<file path="src/rtl/instr_fetch_ctrl.sv">
`default_nettype none
// ============================================================================
// Module   : instr_fetch_ctrl
// Brief    : PC owner and fetch sequencer for a 1-cycle-latency instruction
//            memory, with a 2-entry output buffer, redirect and halt/drain.
// Revision : 1.0 - initial release
// ============================================================================
module instr_fetch_ctrl #(
    parameter logic [31:0] RESET_PC   = 32'h0000_0000,
    parameter int unsigned PC_STEP    = 4,
    parameter int unsigned FIFO_DEPTH = 2
) (
    input  logic        clk,
    input  logic        reset,
    output logic [31:0] imem_addr,
    output logic        imem_req,
    input  logic [31:0] imem_rdata,
    output logic        out_valid,
    input  logic        out_ready,
    output logic [31:0] out_pc,
    output logic [31:0] out_instr,
    input  logic        redirect_valid,
    input  logic [31:0] redirect_pc,
    output logic        misalign_err,
    input  logic        halt_req,
    output logic        halted
);

    localparam logic [2:0]  c_credit = 3'(FIFO_DEPTH);
    localparam logic [31:0] c_step   = 32'(PC_STEP);

    typedef enum logic [1:0] {
        ST_RUN    = 2'd0,
        ST_DRAIN  = 2'd1,
        ST_HALTED = 2'd2
    } state_t;

    state_t      r_state;
    state_t      w_state_nxt;
    logic [31:0] r_pc;
    logic [31:0] r_rsp_pc;
    logic        r_inflight;
    logic [1:0]  r_count;
    logic [31:0] r_pc0, r_ins0, r_pc1, r_ins1;
    logic        r_misalign;

    logic [31:0] w_target;
    logic        w_pop;
    logic        w_push;
    logic [2:0]  w_occ;
    logic        w_issue;

    assign w_target = {redirect_pc[31:2], 2'b00};
    assign w_pop    = out_valid & out_ready & ~redirect_valid;
    assign w_push   = r_inflight & ~redirect_valid;

    // A redirect empties the buffer and kills the response, so it frees all credit.
    assign w_occ    = redirect_valid ? 3'd0
                    : ({1'b0, r_count} + {2'b00, r_inflight} - {2'b00, w_pop});
    assign w_issue  = (r_state == ST_RUN) && (w_occ < c_credit);

    assign imem_req     = w_issue & ~reset;
    assign imem_addr    = redirect_valid ? w_target : r_pc;
    assign out_valid    = (r_count != 2'd0);
    assign out_pc       = r_pc0;
    assign out_instr    = r_ins0;
    assign misalign_err = r_misalign;
    assign halted       = (r_state == ST_HALTED);

    always_comb begin
        w_state_nxt = r_state;
        case (r_state)
            ST_RUN:    if (halt_req) w_state_nxt = ST_DRAIN;
            ST_DRAIN: begin
                if (!halt_req)        w_state_nxt = ST_RUN;
                else if (!r_inflight) w_state_nxt = ST_HALTED;
            end
            ST_HALTED: if (!halt_req) w_state_nxt = ST_RUN;
            default:   w_state_nxt = ST_RUN;
        endcase
    end

    always_ff @(posedge clk or posedge reset) begin
        if (reset) begin
            r_state    <= ST_RUN;
            r_pc       <= RESET_PC;
            r_rsp_pc   <= '0;
            r_inflight <= 1'b0;
            r_misalign <= 1'b0;
        end else begin
            r_state    <= w_state_nxt;
            r_inflight <= w_issue;
            r_misalign <= redirect_valid & (|redirect_pc[1:0]);
            if (w_issue) begin
                r_pc     <= imem_addr + c_step;
                r_rsp_pc <= imem_addr;
            end else if (redirect_valid) begin
                r_pc     <= w_target;
            end
        end
    end

    // Two-entry shift buffer; entry 0 is always the head.
    always_ff @(posedge clk or posedge reset) begin
        if (reset) begin
            r_count <= '0;
            r_pc0   <= '0;
            r_ins0  <= '0;
            r_pc1   <= '0;
            r_ins1  <= '0;
        end else if (redirect_valid) begin
            r_count <= '0;
        end else begin
            case ({w_push, w_pop})
                2'b11: begin
                    if (r_count == 2'd2) begin
                        r_pc0  <= r_pc1;
                        r_ins0 <= r_ins1;
                        r_pc1  <= r_rsp_pc;
                        r_ins1 <= imem_rdata;
                    end else begin
                        r_pc0  <= r_rsp_pc;
                        r_ins0 <= imem_rdata;
                    end
                end
                2'b10: begin
                    if (r_count == 2'd0) begin
                        r_pc0  <= r_rsp_pc;
                        r_ins0 <= imem_rdata;
                    end else begin
                        r_pc1  <= r_rsp_pc;
                        r_ins1 <= imem_rdata;
                    end
                    r_count <= r_count + 2'd1;
                end
                2'b01: begin
                    r_pc0   <= r_pc1;
                    r_ins0  <= r_ins1;
                    r_count <= r_count - 2'd1;
                end
                default: ;
            endcase
        end
    end

endmodule
`default_nettype wire
</file>
<file path="config.mk">
export PLATFORM = sky130hd
export DESIGN_NAME = instr_fetch_ctrl
export DESIGN_NICKNAME = d
export VERILOG_FILES = /design/src/rtl/instr_fetch_ctrl.sv
export SDC_FILE = /design/constraint.sdc
export NUM_CORES = 1
export LEC_CHECK = 0
export ABC_AREA = 1
export CAP_MARGIN = 40
export CORE_MARGIN = 2
export CORE_UTILIZATION = 40
export DETAILED_ROUTE_END_ITERATION = 8
export GPL_ROUTABILITY_DRIVEN = 0
export SETUP_SLACK_MARGIN = 0.05
export SYNTH_ARGS = -nofsm -noshare
export SYNTH_HDL_FRONTEND = slang
export SYNTH_SLANG_ARGS = --single-unit
export TNS_END_PERCENT = 1
</file>
<file path="constraint.sdc">
create_clock -name clk -period 19.77 [get_ports clk]
set_input_delay 3.954 -clock clk [delete_from_list [all_inputs] [get_ports clk]]
set_output_delay 3.954 -clock clk [all_outputs]
set_load 0.005 [all_outputs]
</file>
# --- Word level (Yosys, flattened, before mapping) ---
# Index checks and enable logic that the tools add are counted.
totals:
  rom_bits: 0
  inputBits: 69
  n_memories: 0
  wordCells: 68
  regBits: 198
  output_inout_bits: 100
  ram_bits: 0
  latchBits: 0
classes:
  mux: 22
  n_shift: 0
  n_div: 0
  bitwise: 7
  n_reduce_logical: 11
  eq_ne: 12
  order_cmp: 1
  multipliers: 0
  add_sub_neg: 5
op_table:
  columns: ["op", "count"]
  rows:
  - ["32-bit two-way mux", 10]
  - ["32-bit case mux with 3 select lines", 2]
  - ["32-bit case mux with 2 select lines", 2]
  - ["32-bit by 3-bit adder with 32-bit output, second input constant", 1]
  - ["2-bit two-way mux", 5]
  - ["2-bit != test, second input constant", 5]
  - ["2-bit == test, second input constant", 4]
  - ["2-bit case mux with 3 select lines", 1]
  - ["3-bit AND reduction", 2]
  - ["3-bit nonzero test", 2]
  - ["1-bit AND", 5]
  - ["2-bit by 1-bit == test with 1-bit output, second input constant", 2]
  - ["2-bit zero test", 2]
  - ["2-bit case mux with 2 select lines", 1]
  - ["4-bit AND reduction", 1]
  - ["2-bit nonzero test", 2]
  - ["2-bit by 1-bit adder with 3-bit output", 1]
  - ["3-bit by 2-bit < comparator with 1-bit output, second input constant", 1]
  - ["3-bit two-way mux", 1]
  - ["3-bit != test, second input constant", 1]
  - ["3-bit by 1-bit subtractor with 3-bit output", 1]
  - ["2-bit by 1-bit adder with 2-bit output, second input constant", 1]
  - ["1-bit NOT", 2]
  - ["2-bit OR reduction", 1]
  - ["2 further kinds", 2]

# --- Depth between registers and ports, before layout ---
logic_depth:
  ltp_word: 8
  depth_mapped: 18
  mapped_depth_nobuf: 17

# --- Worst setup path before layout ---
# OpenSTA, ideal clock, no wires.
synth_path:
  path_type: "input to output"
  startpoint: "input redirect_valid"
  endpoint: "output imem_req"
  arrival_time_ns: 5.910
  path_stages: 12
  path_slack_ns: 9.906
  required_time_ns: 15.816
  path_cell_list: "inv_2 buf_6 buf_6 nand3_1 inv_1 ha_1 nor2_1 fa_1 nand2_1 nand3_2 clkbuf_1 nor2_1"
synth_between:
  elab_chain_cells: 7
synth_lines:
  columns: ["item", "line", "rtl"]
  rows:
  - ["start: declaration", "22", "input logic redirect_valid,"]
  - ["1-bit NOT (no source line)", null, null]
  - ["1-bit AND", "54", "assign w_pop = out_valid & out_ready & ~redirect_valid;"]
  - ["3-bit by 1-bit subtractor with 3-bit output", "59", ": ({1'b0, r_count} + {2'b00, r_inflight} - {2'b00, w_pop});"]
  - ["3-bit two-way mux *", "58", "assign w_occ = redirect_valid ? 3'd0"]
  - ["3-bit by 2-bit < comparator with 1-bit output *", "60", "assign w_issue = (r_state == ST_RUN) && (w_occ < c_credit);"]
  - ["1-bit logical AND *", "60", null]
  - ["1-bit AND *", "62", "assign imem_req = w_issue & ~reset;"]
  - ["end: declaration", "16", "output logic imem_req,"]
# Every way passes the cells marked *; elsewhere a longest branch is shown, timed or not.

# --- Worst setup path in the final report ---
# Same ends and word-level chain as after synthesis.

==> flow_summary_export.csv <==
group,metric,value,unit
yosys,yosys_warnings,0,
clock_tree,clock_latency,430,ps
placement,port_buffers,168,
global_routing,antenna_found_initial,0,
floorplanning,rows,59,
yosys,syn_inst,1351,
pwr,p_sw_share,38.32,%
floorplanning,die_y,165.2,um
drt,routed_wl,27.36,mm
pwr,p_comb_share,41.3,%
floorplanning,io_pins,169,
drt,viasPerCell,5.044,
min_path,hold_path.class,"reg2reg",
critical_path,path_class,"in2out",
timing,finalMaxSlewViolations,0,
flow_run,drv_cap,0,
min_path,hold_path_end,"r_rsp_pc[20]",
final_layout,design_area,12930,sq um
pwr,p_leak,0.005608,uW
timing,setup_violations,0,
critical_path,rr_worst_depth,14,
drt,routedWlPerCell,15.06,um
global_routing,first_global_vias,8488,
clock_tree,clkSlewWorstSetupHoldPaths,70,ps
drt,drcViolationCount,0,
yosys,netlist_area,10400,sq um
timing,layout_min_cycle_time,11030,ps
critical_path,cp_cell_sequence,"buf_2 > buf_4 > inv_2 > nand3_1 > inv_1 > ha_1 > nor2_1 > fa_1 > nand2_1 > nand3_2 > nor2_1 > clkdlybuf4s50_1",
placement,dpl.hpwl,17.72,mm
timing,finalHoldViolCount,0,
floorplanning,die_w,165.2,um
final_layout,drive_above_1_share,8.165,%
timing,clock.fmax,90.65,MHz
drt,num_vias,9165,
run_status,status,"finished, final reports clean",
global_routing,grt_max_degree,97,
clock_tree,cts_sinks,198,
drt,ant_nets,0,
critical_path,r2r_start,"r_count[1]",
min_path,holdCritStartpoint,"r_rsp_pc[20]",
critical_path,cpMostUsedCell,"nor2_1",
min_path,hold_path_depth,2,
clock_tree,clockRootBuffer,"clkbuf_16",
final_layout,nFillCells,2567,
clock_tree,ctsHoldBuffers,0,
clock_tree,clk_path_buf_depth,2,
timing,period_share,55.80,%
critical_path,slowest_stage,"inv_2",
clock_tree,cts_resized,0,
drt,drt_iter0_drc,808,
yosys,yosysUniqueCellTypes,39,
global_routing,grtUsageTotal,20.74,%
placement,placedCellCount,1785,
final_layout,nets,1545,
placement,placed_area,12340,sq um
critical_path,r2r-end,"r_rsp_pc[10]",
timing,tightest_slew,837.7,ps
final_layout,area_delta_synth_final,24.33,%
global_routing,grt_pass1_wl,45.09,mm
drt,dr.pass1.iters,5,
timing,fin_hold_ws,488.0,ps
timing,fin_skew,13.10,ps
critical_path,r2r_setup_slack,16190,ps
yosys,seq_area_frac_synth,47.66,%
floorplanning,fp.coreArea,25760,sq um
clock_tree,cts_tree,"yes",
clock_tree,htreeDepth,4,
pwr,switching_power,670.5,uW
yosys,syn-num-nets,1427,
clock_tree,cts-buffers-inserted,17,
floorplanning,start_util,40.35,%
timing,grt_setup_unrepaired,"no",
pwr,ir_drop,0.06637,mV
yosys,synth_seq_cells,198,
final_layout,finalNonFillerCells,1817,
yosys,syn_area_per_cell,7.695,sq um
pwr,power_density,135.4,nW/um^2
critical_path,crit_fanout,47,
critical_path,arrival,7080,ps
pwr,intPower,1079,uW
pwr,p_seq_share,38.8,%
final_layout,antenna_cells,0,
timing,timing.slew.headroom,44.15,%
global_routing,grt_overflow_total,0,
critical_path,endpoint_kind,"primary output",
floorplanning,dieArea,27300,sq um
critical_path,required,15820,ps
critical_path,cpPeakStageDelay,580,ps
critical_path,cp-start-kind,"primary input",
pwr,clkPwrFrac,19.9,%
timing,fin_setup_tns,0,ps
clock_tree,post_cts_buffers,0,
## metal layers
layer	wire length (um)	track usage (%)	part of all wire (%)
met4	340	5.850	1.2
met3	1336	2.547	4.9
met2	11810	30.78	43
met1	13880	31.74	51
met5	0	0	0
## area by class of cell
| class | instances | area, sq um | share of cell area [%] |
|---|---|---|---|
| Multi-Input combinational cell | 950 | 4594 | 35.54 |
| Clock buffer | 18 | 439.2 | 3.398 |
| Inverter | 118 | 454.2 | 3.514 |
| Clock inverter | 14 | 142.6 | 1.103 |
| Sequential cell | 198 | 4955 | 38.33 |
| Tap cell | 335 | 419.2 | 3.243 |
| Timing Repair Buffer | 184 | 1922 | 14.87 |
## power groups by stage
stage	sequential (uW)	clock, uW	combinational [uW]
after floorplan	671	0	425
after global placement	680	0	693
after detailed placement	686	0	728
after CTS	679	361	732
after global routing	700	376	826
final	678	349	722
## sequential cells by signal, indices dropped and copies added (netlist names)
register      cells
r_inflight        1
r_state           2
r_rsp_pc         32
r_pc             32
r_count           2
out_pc           32
r_pc1            32
r_ins1           32
out_instr        32
misalign_err      1
## placed cells by master, fill, tap and decap left out, types with 5 or more instances in the layout
master,Yosys,routed
buf_16,0,5
inv_8,0,5
xor2_1,9,9
nor2_2,12,12
dfrtp_1,198,198
o21ai_2,7,7
nor2_1,108,108
buf_4,7,9
nand2_1,355,355
nand3_1,25,25
nand4_1,6,6
inv_1,113,110
ha_1,6,5
clkdlybuf4s50_1,0,167
a31oi_1,65,65
a21oi_1,65,65
clkbuf_16,0,17
nand2_4,6,6
o21ai_0,231,231
nand2_2,25,25
nor2_4,6,6
## critical path: cells and delay by family
kind                     cells  cell delay (ps)
AND/OR/NAND/NOR              5              740
adder cells (fa/ha/maj)      2              680
buffers and inverters        5             1640
## cell usage after synthesis
master / number / area (sq um)
nand2_1: 355 / 1333
o21ai_0: 231 / 1156
dfrtp_1: 198 / 4955
inv_1: 113 / 424.2
nor2_1: 108 / 405.4
a21oi_1: 65 / 325.3
a31oi_1: 65 / 406.6
clkbuf_1: 40 / 150.1
nand2_2: 25 / 156.4
nand3_1: 25 / 125.1
buf_2: 22 / 110.1
nor2_2: 12 / 75.07
buf_1: 9 / 33.78
xor2_1: 9 / 78.83
buf_4: 7 / 52.55
o21ai_2: 7 / 61.31
buf_6: 6 / 67.56
ha_1: 6 / 75.07
nand2_4: 6 / 67.56
nand4_1: 6 / 37.54
nor2_4: 6 / 67.56
inv_2: 4 / 15.01
nor3_1: 4 / 20.02
o21ai_1: 4 / 20.02
nand3_2: 3 / 30.03
nand3b_1: 2 / 15.01
a22oi_1: 1 / 7.510
and2_1: 1 / 6.260
and3_1: 1 / 6.260
buf_8: 1 / 15.01
clkinv_1: 1 / 3.750
fa_1: 1 / 20.02
nor2_8: 1 / 20.02
o21bai_1: 1 / 7.510
o221ai_1: 1 / 8.760
o22ai_1: 1 / 6.260
or2_2: 1 / 6.260
xnor2_1: 1 / 8.760
xnor2_2: 1 / 16.27
## worst max path at each step
stage	startpoint	endpoint	slack, ps	cells past startpoint
after floorplan	redirect_valid	imem_req	9910	12
after global placement	redirect_valid	imem_req	8850	12
after detailed placement	redirect_valid	imem_req	8750	12
after CTS	redirect_valid	imem_req	8730	12
after global routing	redirect_valid	imem_req	8520	12
final	redirect_valid	imem_req	8740	12
## through the flow
stage          utilization (%)  power, uW  setup slack (ps)
2_1_floorplan                -       1096              9906
3_3_place_gp             47.22       1372              8854
3_5_place_dp             47.91       1414              8746
4_1_cts                  50.17       1772              8732
5_1_grt                  50.17       1902              8516
6_report                 50.17       1750              8738
## logic make-up (layout without fill, tap and decap cells)
kind of cell               count (synthesis)  count (layout)  synth area share (%)
buffers and inverters                    203             334                 8.388
and+or+nand+nor                          556             556                 22.81
DFF                                      198             198                 47.66
xor gates and xnor gates                  11              11                0.9990
AOI/OAI and AO/OA                        376             376                 19.23
adders and majority gates                  7               7                0.9147
No activity file was read; power rests on OpenSTA's default activity.
